==> src/rtl/conv_scheduler.sv <==
// Round-robin scheduler sharing one fixed-latency power converter among NUM_CH sources.
// Optional EMIT stall timeout with drop counter is enabled by defining SCHED_TIMEOUT_EN.
module conv_scheduler #(
  parameter int NUM_CH   = 4,
  parameter int DW       = 8,
  parameter int CONV_LAT = 2,
  parameter int TIMEOUT  = 255
) (
  input  logic                 clk,
  input  logic                 rst,
  input  logic                 enable,
  input  logic [NUM_CH-1:0]    ch_req,
  input  logic [NUM_CH*DW-1:0] ch_data,
  output logic [NUM_CH-1:0]    ch_ack,
  output logic [DW-1:0]        conv_in,
  input  logic [DW-1:0]        conv_out,
  output logic                 out_valid,
  input  logic                 out_ready,
  output logic [DW-1:0]        out_data,
  output logic [2:0]           out_ch,
  output logic                 busy,
  output logic [15:0]          sample_cnt,
  output logic [7:0]           drop_cnt
);

  localparam logic [1:0] IDLE = 2'd0;
  localparam logic [1:0] LOAD = 2'd1;
  localparam logic [1:0] WAIT = 2'd2;
  localparam logic [1:0] EMIT = 2'd3;
  localparam int PAD_W = 8 * DW;

  logic [1:0]        state_q, state_d;
  logic [2:0]        sel_q, sel_d;
  logic [2:0]        last_ch_q, last_ch_d;
  logic [3:0]        wait_cnt_q, wait_cnt_d;
  logic [NUM_CH-1:0] ch_ack_q, ch_ack_d;
  logic [DW-1:0]     conv_in_q, conv_in_d;
  logic [DW-1:0]     out_data_q, out_data_d;
  logic              out_valid_q, out_valid_d;
  logic [2:0]        out_ch_q, out_ch_d;
  logic [15:0]       sample_cnt_q, sample_cnt_d;

  logic [7:0]        req_pad_s;
  logic [7:0]        onehot_s;
  logic [PAD_W-1:0]  data_pad_s;
  logic [2:0]        winner_s, cand_s;
  logic              found_s;
  logic              timeout_hit_s;

  // Padding to eight lanes lets a 3-bit channel index address requests and samples directly.
  assign req_pad_s  = 8'(ch_req);
  assign data_pad_s = PAD_W'(ch_data);
  assign onehot_s   = 8'd1 << winner_s;

  // Round-robin search starting just after the last served channel.
  always_comb begin
    found_s  = 1'b0;
    winner_s = last_ch_q;
    cand_s   = last_ch_q;
    for (int i = 1; i <= NUM_CH; i++) begin
      cand_s = 3'((int'(last_ch_q) + i) % NUM_CH);
      if (!found_s && req_pad_s[cand_s]) begin
        found_s  = 1'b1;
        winner_s = cand_s;
      end else begin
        found_s  = found_s;
      end
    end
  end

`ifdef SCHED_TIMEOUT_EN
  logic [7:0] stall_q, stall_d;
  logic [7:0] drop_cnt_q, drop_cnt_d;

  assign timeout_hit_s = (state_q == EMIT) && !out_ready && (stall_q == 8'(TIMEOUT - 1));
  assign drop_cnt      = drop_cnt_q;

  // Stall counter is held at zero outside EMIT so it starts clean on every entry.
  always_comb begin
    stall_d    = stall_q;
    drop_cnt_d = drop_cnt_q;
    if (state_q != EMIT) begin
      stall_d = 8'd0;
    end else if (timeout_hit_s) begin
      stall_d    = 8'd0;
      drop_cnt_d = (drop_cnt_q == 8'd255) ? drop_cnt_q : drop_cnt_q + 8'd1;
    end else if (!out_ready) begin
      stall_d = stall_q + 8'd1;
    end else begin
      stall_d = stall_q;
    end
  end

  // Stall and drop registers.
  always_ff @(posedge clk) begin
    if (rst) begin
      stall_q    <= 8'd0;
      drop_cnt_q <= 8'd0;
    end else begin
      stall_q    <= stall_d;
      drop_cnt_q <= drop_cnt_d;
    end
  end
`else
  assign timeout_hit_s = 1'b0;
  assign drop_cnt      = 8'd0;
`endif

  // Scheduler FSM next-state and datapath.
  always_comb begin
    state_d      = state_q;
    sel_d        = sel_q;
    last_ch_d    = last_ch_q;
    wait_cnt_d   = wait_cnt_q;
    ch_ack_d     = '0;
    conv_in_d    = conv_in_q;
    out_data_d   = out_data_q;
    out_valid_d  = out_valid_q;
    out_ch_d     = out_ch_q;
    sample_cnt_d = sample_cnt_q;
    case (state_q)
      IDLE: begin
        if (enable && found_s) begin
          state_d    = LOAD;
          sel_d      = winner_s;
          conv_in_d  = data_pad_s[winner_s * DW +: DW];
          ch_ack_d   = onehot_s[NUM_CH-1:0];
          wait_cnt_d = 4'(CONV_LAT - 1);
        end else begin
          state_d = IDLE;
        end
      end
      LOAD: begin
        state_d = WAIT;
      end
      WAIT: begin
        if (wait_cnt_q == 4'd0) begin
          out_data_d  = conv_out;
          out_ch_d    = sel_q;
          out_valid_d = 1'b1;
          state_d     = EMIT;
        end else begin
          wait_cnt_d = wait_cnt_q - 4'd1;
        end
      end
      EMIT: begin
        if (out_valid_q && out_ready) begin
          out_valid_d  = 1'b0;
          last_ch_d    = sel_q;
          sample_cnt_d = sample_cnt_q + 16'd1;
          state_d      = IDLE;
        end else if (timeout_hit_s) begin
          out_valid_d = 1'b0;
          last_ch_d   = sel_q;
          state_d     = IDLE;
        end else begin
          state_d = EMIT;
        end
      end
      default: begin
        state_d = IDLE;
      end
    endcase
  end

  // Scheduler registers.
  always_ff @(posedge clk) begin
    if (rst) begin
      state_q      <= IDLE;
      sel_q        <= 3'd0;
      last_ch_q    <= 3'(NUM_CH - 1);
      wait_cnt_q   <= 4'd0;
      ch_ack_q     <= '0;
      conv_in_q    <= '0;
      out_data_q   <= '0;
      out_valid_q  <= 1'b0;
      out_ch_q     <= 3'd0;
      sample_cnt_q <= 16'd0;
    end else begin
      state_q      <= state_d;
      sel_q        <= sel_d;
      last_ch_q    <= last_ch_d;
      wait_cnt_q   <= wait_cnt_d;
      ch_ack_q     <= ch_ack_d;
      conv_in_q    <= conv_in_d;
      out_data_q   <= out_data_d;
      out_valid_q  <= out_valid_d;
      out_ch_q     <= out_ch_d;
      sample_cnt_q <= sample_cnt_d;
    end
  end

  assign ch_ack     = ch_ack_q;
  assign conv_in    = conv_in_q;
  assign out_valid  = out_valid_q;
  assign out_data   = out_data_q;
  assign out_ch     = out_ch_q;
  assign busy       = (state_q != IDLE);
  assign sample_cnt = sample_cnt_q;

endmodule

==> config.mk <==
export PLATFORM = sky130hd
export DESIGN_NAME = conv_scheduler
export DESIGN_NICKNAME = d
export VERILOG_FILES = /design/src/rtl/conv_scheduler.sv
export SDC_FILE = /design/constraint.sdc
export NUM_CORES = 1
export LEC_CHECK = 0
export CORE_MARGIN = 2
export CORE_UTILIZATION = 45
export CTS_BUF_LIST = sky130_fd_sc_hd__clkbuf_8
export CTS_CLUSTER_SIZE = 8
export DETAILED_ROUTE_END_ITERATION = 12
export GPL_TIMING_DRIVEN = 1
export PLACE_DENSITY_LB_ADDON = 0.12
export SLEW_MARGIN = 10
export SYNTH_ARGS = -nofsm -noshare
export SYNTH_HDL_FRONTEND = slang
export SYNTH_SLANG_ARGS = --single-unit
==> constraint.sdc <==
create_clock -name clk -period 2 [get_ports clk]
set_input_delay 0.4 -clock clk [delete_from_list [all_inputs] [get_ports clk]]
set_output_delay 0.4 -clock clk [all_outputs]
set_load 0.05 [all_outputs]
==> results.json <==
{
  "reg2reg_from": "last_ch_q[1]",
  "total_power_mw": 2.29,
  "cts-buffers-inserted": 5,
  "share_of_synthesized_area_occupied_by_flip_flops_and_latches": 0.415,
  "grt_max_degree": 40,
  "path_delay_family": "buffers and inverters",
  "placed_cell_area_um2": 3510,
  "overflow": 0,
  "cp_slowest_stage_delay_ps": 830,
  "floorplan.die.width_um": 78.0,
  "placement.io_buffers": 88,
  "final-hold-violation-count": 0,
  "final.min_clock_period_ps": 1960,
  "routed_wire_length_per_instance_um": 13.9,
  "multi_input_area_um2": 1310,
  "setup_tns_ps": 0,
  "clock_skew_ps": 11.1,
  "r2r_end": "conv_in[3]",
  "grt_pass1_wl_mm": 10.3,
  "htree_num_levels": 2,
  "dieArea_um2": 6080,
  "ir_drop_worst_vdd_mv": 0.383,
  "post_synth_instance_area_um2": 2460,
  "hold_path_class": "flop to flop",
  "num-nets-final": 428,
  "grt_antenna_before_repair": 0,
  "fill_cells": 445,
  "antenna_left": 0,
  "status": "completed",
  "num_rows": 26,
  "gp_routability_congestion": 0.803,
  "postCtsSetupRepairBufs": 0,
  "p_leak_nw": 1.54,
  "cell_count_post_placement": 440,
  "post-route-period-util": 0.978,
  "worst_reg2reg_path_length_in_cells": 6,
  "cp_cell_instances": "clkdlybuf4s50_1",
  "worstMarginPinSlew_ps": 555,
  "die_h_um": 78.0,
  "stdcell_area_um2": 3610,
  "detail_route.drc_violations": 0,
  "drive_above_1_share": 0.132,
  "pins_over_slew_limit": 0,
  "setup_violations": 0,
  "first_global_vias": 2288,
  "grt_setup_unrepaired": "false",
  "io_count": 97,
  "final_hpwl_dp_mm": 4.70,
  "utilization": 0.694,
  "groute.usage.overall": 0.209,
  "synth_edf_count": 0,
  "synthCells": 273,
  "setup.worst_path.start": "sample_cnt[4]",
  "critical_path_depth": 1,
  "critical_path.max_fanout": 5,
  "path_class": "flop to output port",
  "crit_buf_inv": 1,
  "clkLatencyLatePin_ps": 310,
  "slew-limit-headroom": 0.629,
  "cts_tree": "yes",
  "power_density_nw_per_um2": 633,
  "clockBufferDepth": 2,
  "num_antenna_cells": 0,
  "cts_sinks": 51,
  "post-synth-top-area-fraction": 0.415,
  "worst_setup_path_end_kind": "output port",
  "ctsResizeCount": 0,
  "fp.coreArea_um2": 5200,
  "sequential_cell_area_um2": 1020,
  "clk_pin_slew_worst_paths_ps": 100,
  "firstDrtPassIters": 4,
  "ys_seq_elements": 51,
  "area_delta_synth_final_pct": 46.7,
  "stdcell_count": 448,
  "clock-root-buffer": "sky130_fd_sc_hd__clkbuf_8",
  "hold_buffer_count_at_cts": 0,
  "ff2ff_setup_slack_ps": 380,
  "yosys_warnings": 0,
  "cap_viol_max_count": 0,
  "critPathSlowestCell": "sky130_fd_sc_hd__clkdlybuf4s50_1",
  "detail_route.wirelength_mm": 6.23,
  "crit_arrival_ps": 1560,
  "critPathCapture": "sample_cnt[4]",
  "fmax_mhz": 511,
  "floorplan.initialDensity": 0.473,
  "via_count": 2343,
  "syn_avg_cell_area_um2": 9.02,
  "detailedRoute.firstIterationViolations": 123,
  "prevailing_post_synth_register_cell": "sky130_fd_sc_hd__dfxtp_1",
  "synth_largest_area_cell": "sky130_fd_sc_hd__dfxtp_1",
  "asyncSetResetFlopFracSynth": 0,
  "critical_path.startpoint_type": "flop",
  "yosysUniqueCellTypes": 46,
  "worst-endpoint-required_ps": 1600,
  "vias_per_cell": 5.23,
  "synth_area_leaders": "sky130_fd_sc_hd__dfxtp_1 (41%), sky130_fd_sc_hd__nor2_1 (5.5%), sky130_fd_sc_hd__mux2i_1 (5.3%)"
}
## cells in the mapped netlist (2+ instances only)
cell,count
sky130_fd_sc_hd__and3_1,2
sky130_fd_sc_hd__a32oi_1,8
sky130_fd_sc_hd__nor2_2,2
sky130_fd_sc_hd__o31ai_1,7
sky130_fd_sc_hd__ha_1,3
sky130_fd_sc_hd__nor3_1,9
sky130_fd_sc_hd__xor2_1,11
sky130_fd_sc_hd__nand2_1,16
sky130_fd_sc_hd__o21ai_0,2
sky130_fd_sc_hd__mux2i_1,13
sky130_fd_sc_hd__xnor2_1,5
sky130_fd_sc_hd__a211o_1,8
sky130_fd_sc_hd__buf_6,2
sky130_fd_sc_hd__buf_4,9
sky130_fd_sc_hd__nor3_2,4
sky130_fd_sc_hd__a21oi_1,7
sky130_fd_sc_hd__buf_2,6
sky130_fd_sc_hd__nand2b_1,2
sky130_fd_sc_hd__nand3b_1,2
sky130_fd_sc_hd__inv_1,5
sky130_fd_sc_hd__nand4_1,8
sky130_fd_sc_hd__clkbuf_1,5
sky130_fd_sc_hd__nor2_1,36
sky130_fd_sc_hd__and4_1,4
sky130_fd_sc_hd__nand3_1,23
sky130_fd_sc_hd__and2_1,2
sky130_fd_sc_hd__dfxtp_1,51
sky130_fd_sc_hd__a21o_1,3
## cell type report
cell class,count,share of cell area
tap,70,0.0242
clock inverter,3,0.00762
multi-input combinational,202,0.363
inverter,5,0.00520
sequential,51,0.283
timing repair buffer,112,0.299
clock buffer,5,0.0191
## per-stage QoR
step	setup slack [ps]	hold WS, ps
final	44.1	490
after global routing	0.266	507
after CTS	18.2	494
after detailed placement	-155	469
after global placement	-112	469
after floorplan	254	429
## routing by layer
metal	GRT usage	vias to the layer above	wire, µm
li1	-	1166	-
met1	0.267	1088	2820
met5	0	-	0
met2	0.347	81	2930
met3	0.0570	8	428
met4	0.0579	0	49
## logic make-up (layout without fill, tap and decap cells)
group | after synthesis | count (layout) | share of synthesized area
compound gates | 41 | 41 | 0.129
fa+ha+maj | 3 | 3 | 0.0152
flops | 51 | 51 | 0.415
other cells | 1 | 8 | 0.00152
buf+inv | 27 | 125 | 0.0640
xor+xnor | 16 | 16 | 0.0569
simple gates | 121 | 121 | 0.266
mux | 13 | 13 | 0.0528
## registers in the layout, indices dropped and copies added, names as in the netlist
register	cells
wait_cnt_q	4
out_ch	3
state_q	2
conv_in	8
last_ch_q	2
sel_q	3
out_data	8
sample_cnt	16
ch_ack	4
out_valid	1
## power breakdown
part	leakage, nW	internal, mW	switching [mW]
Sequential	0.414	1.06	0.0343
Clock	0.0463	0.257	0.370
Combinational	1.08	0.243	0.323
## worst reg2reg max path, cell delays in order, from the launching register on
cell	delay, ps
sky130_fd_sc_hd__dfxtp_1	470
sky130_fd_sc_hd__nand2_1	140
sky130_fd_sc_hd__a31o_2	300
sky130_fd_sc_hd__nor3_2	270
sky130_fd_sc_hd__buf_12	180
sky130_fd_sc_hd__a32oi_1	100
sky130_fd_sc_hd__nand3_1	100
## placed cells by master (no fill, tap or decap), drive strengths merged, types with 4 or more instances in the layout
cell type	synthesis	layout
nor3	13	13
clkdlybuf4s50	0	82
a32oi	8	8
nand3	24	24
xor2	11	11
conb	1	8
a21oi	8	8
nand4	9	9
dfxtp	51	51
nand2	17	17
buf	17	26
nor2	39	39
a211o	8	8
mux2i	13	13
and4	4	4
clkbuf	5	5
dlymetal6s2s	0	4
inv	5	6
xnor2	5	5
o31ai	7	7
## how the worst min path moves through the flow
stage	startpoint	end	depth (start not counted)	slack, ps
floorplan	sel_q[2]	sel_q[2]	1	430
global placement	conv_in[6]	conv_in[6]	2	470
detailed placement	conv_in[6]	conv_in[6]	2	470
CTS	conv_in[6]	conv_in[6]	2	490
global route	sel_q[2]	sel_q[2]	1	510
finish	conv_in[6]	conv_in[6]	2	490
(Power assumes the default switching activity.)
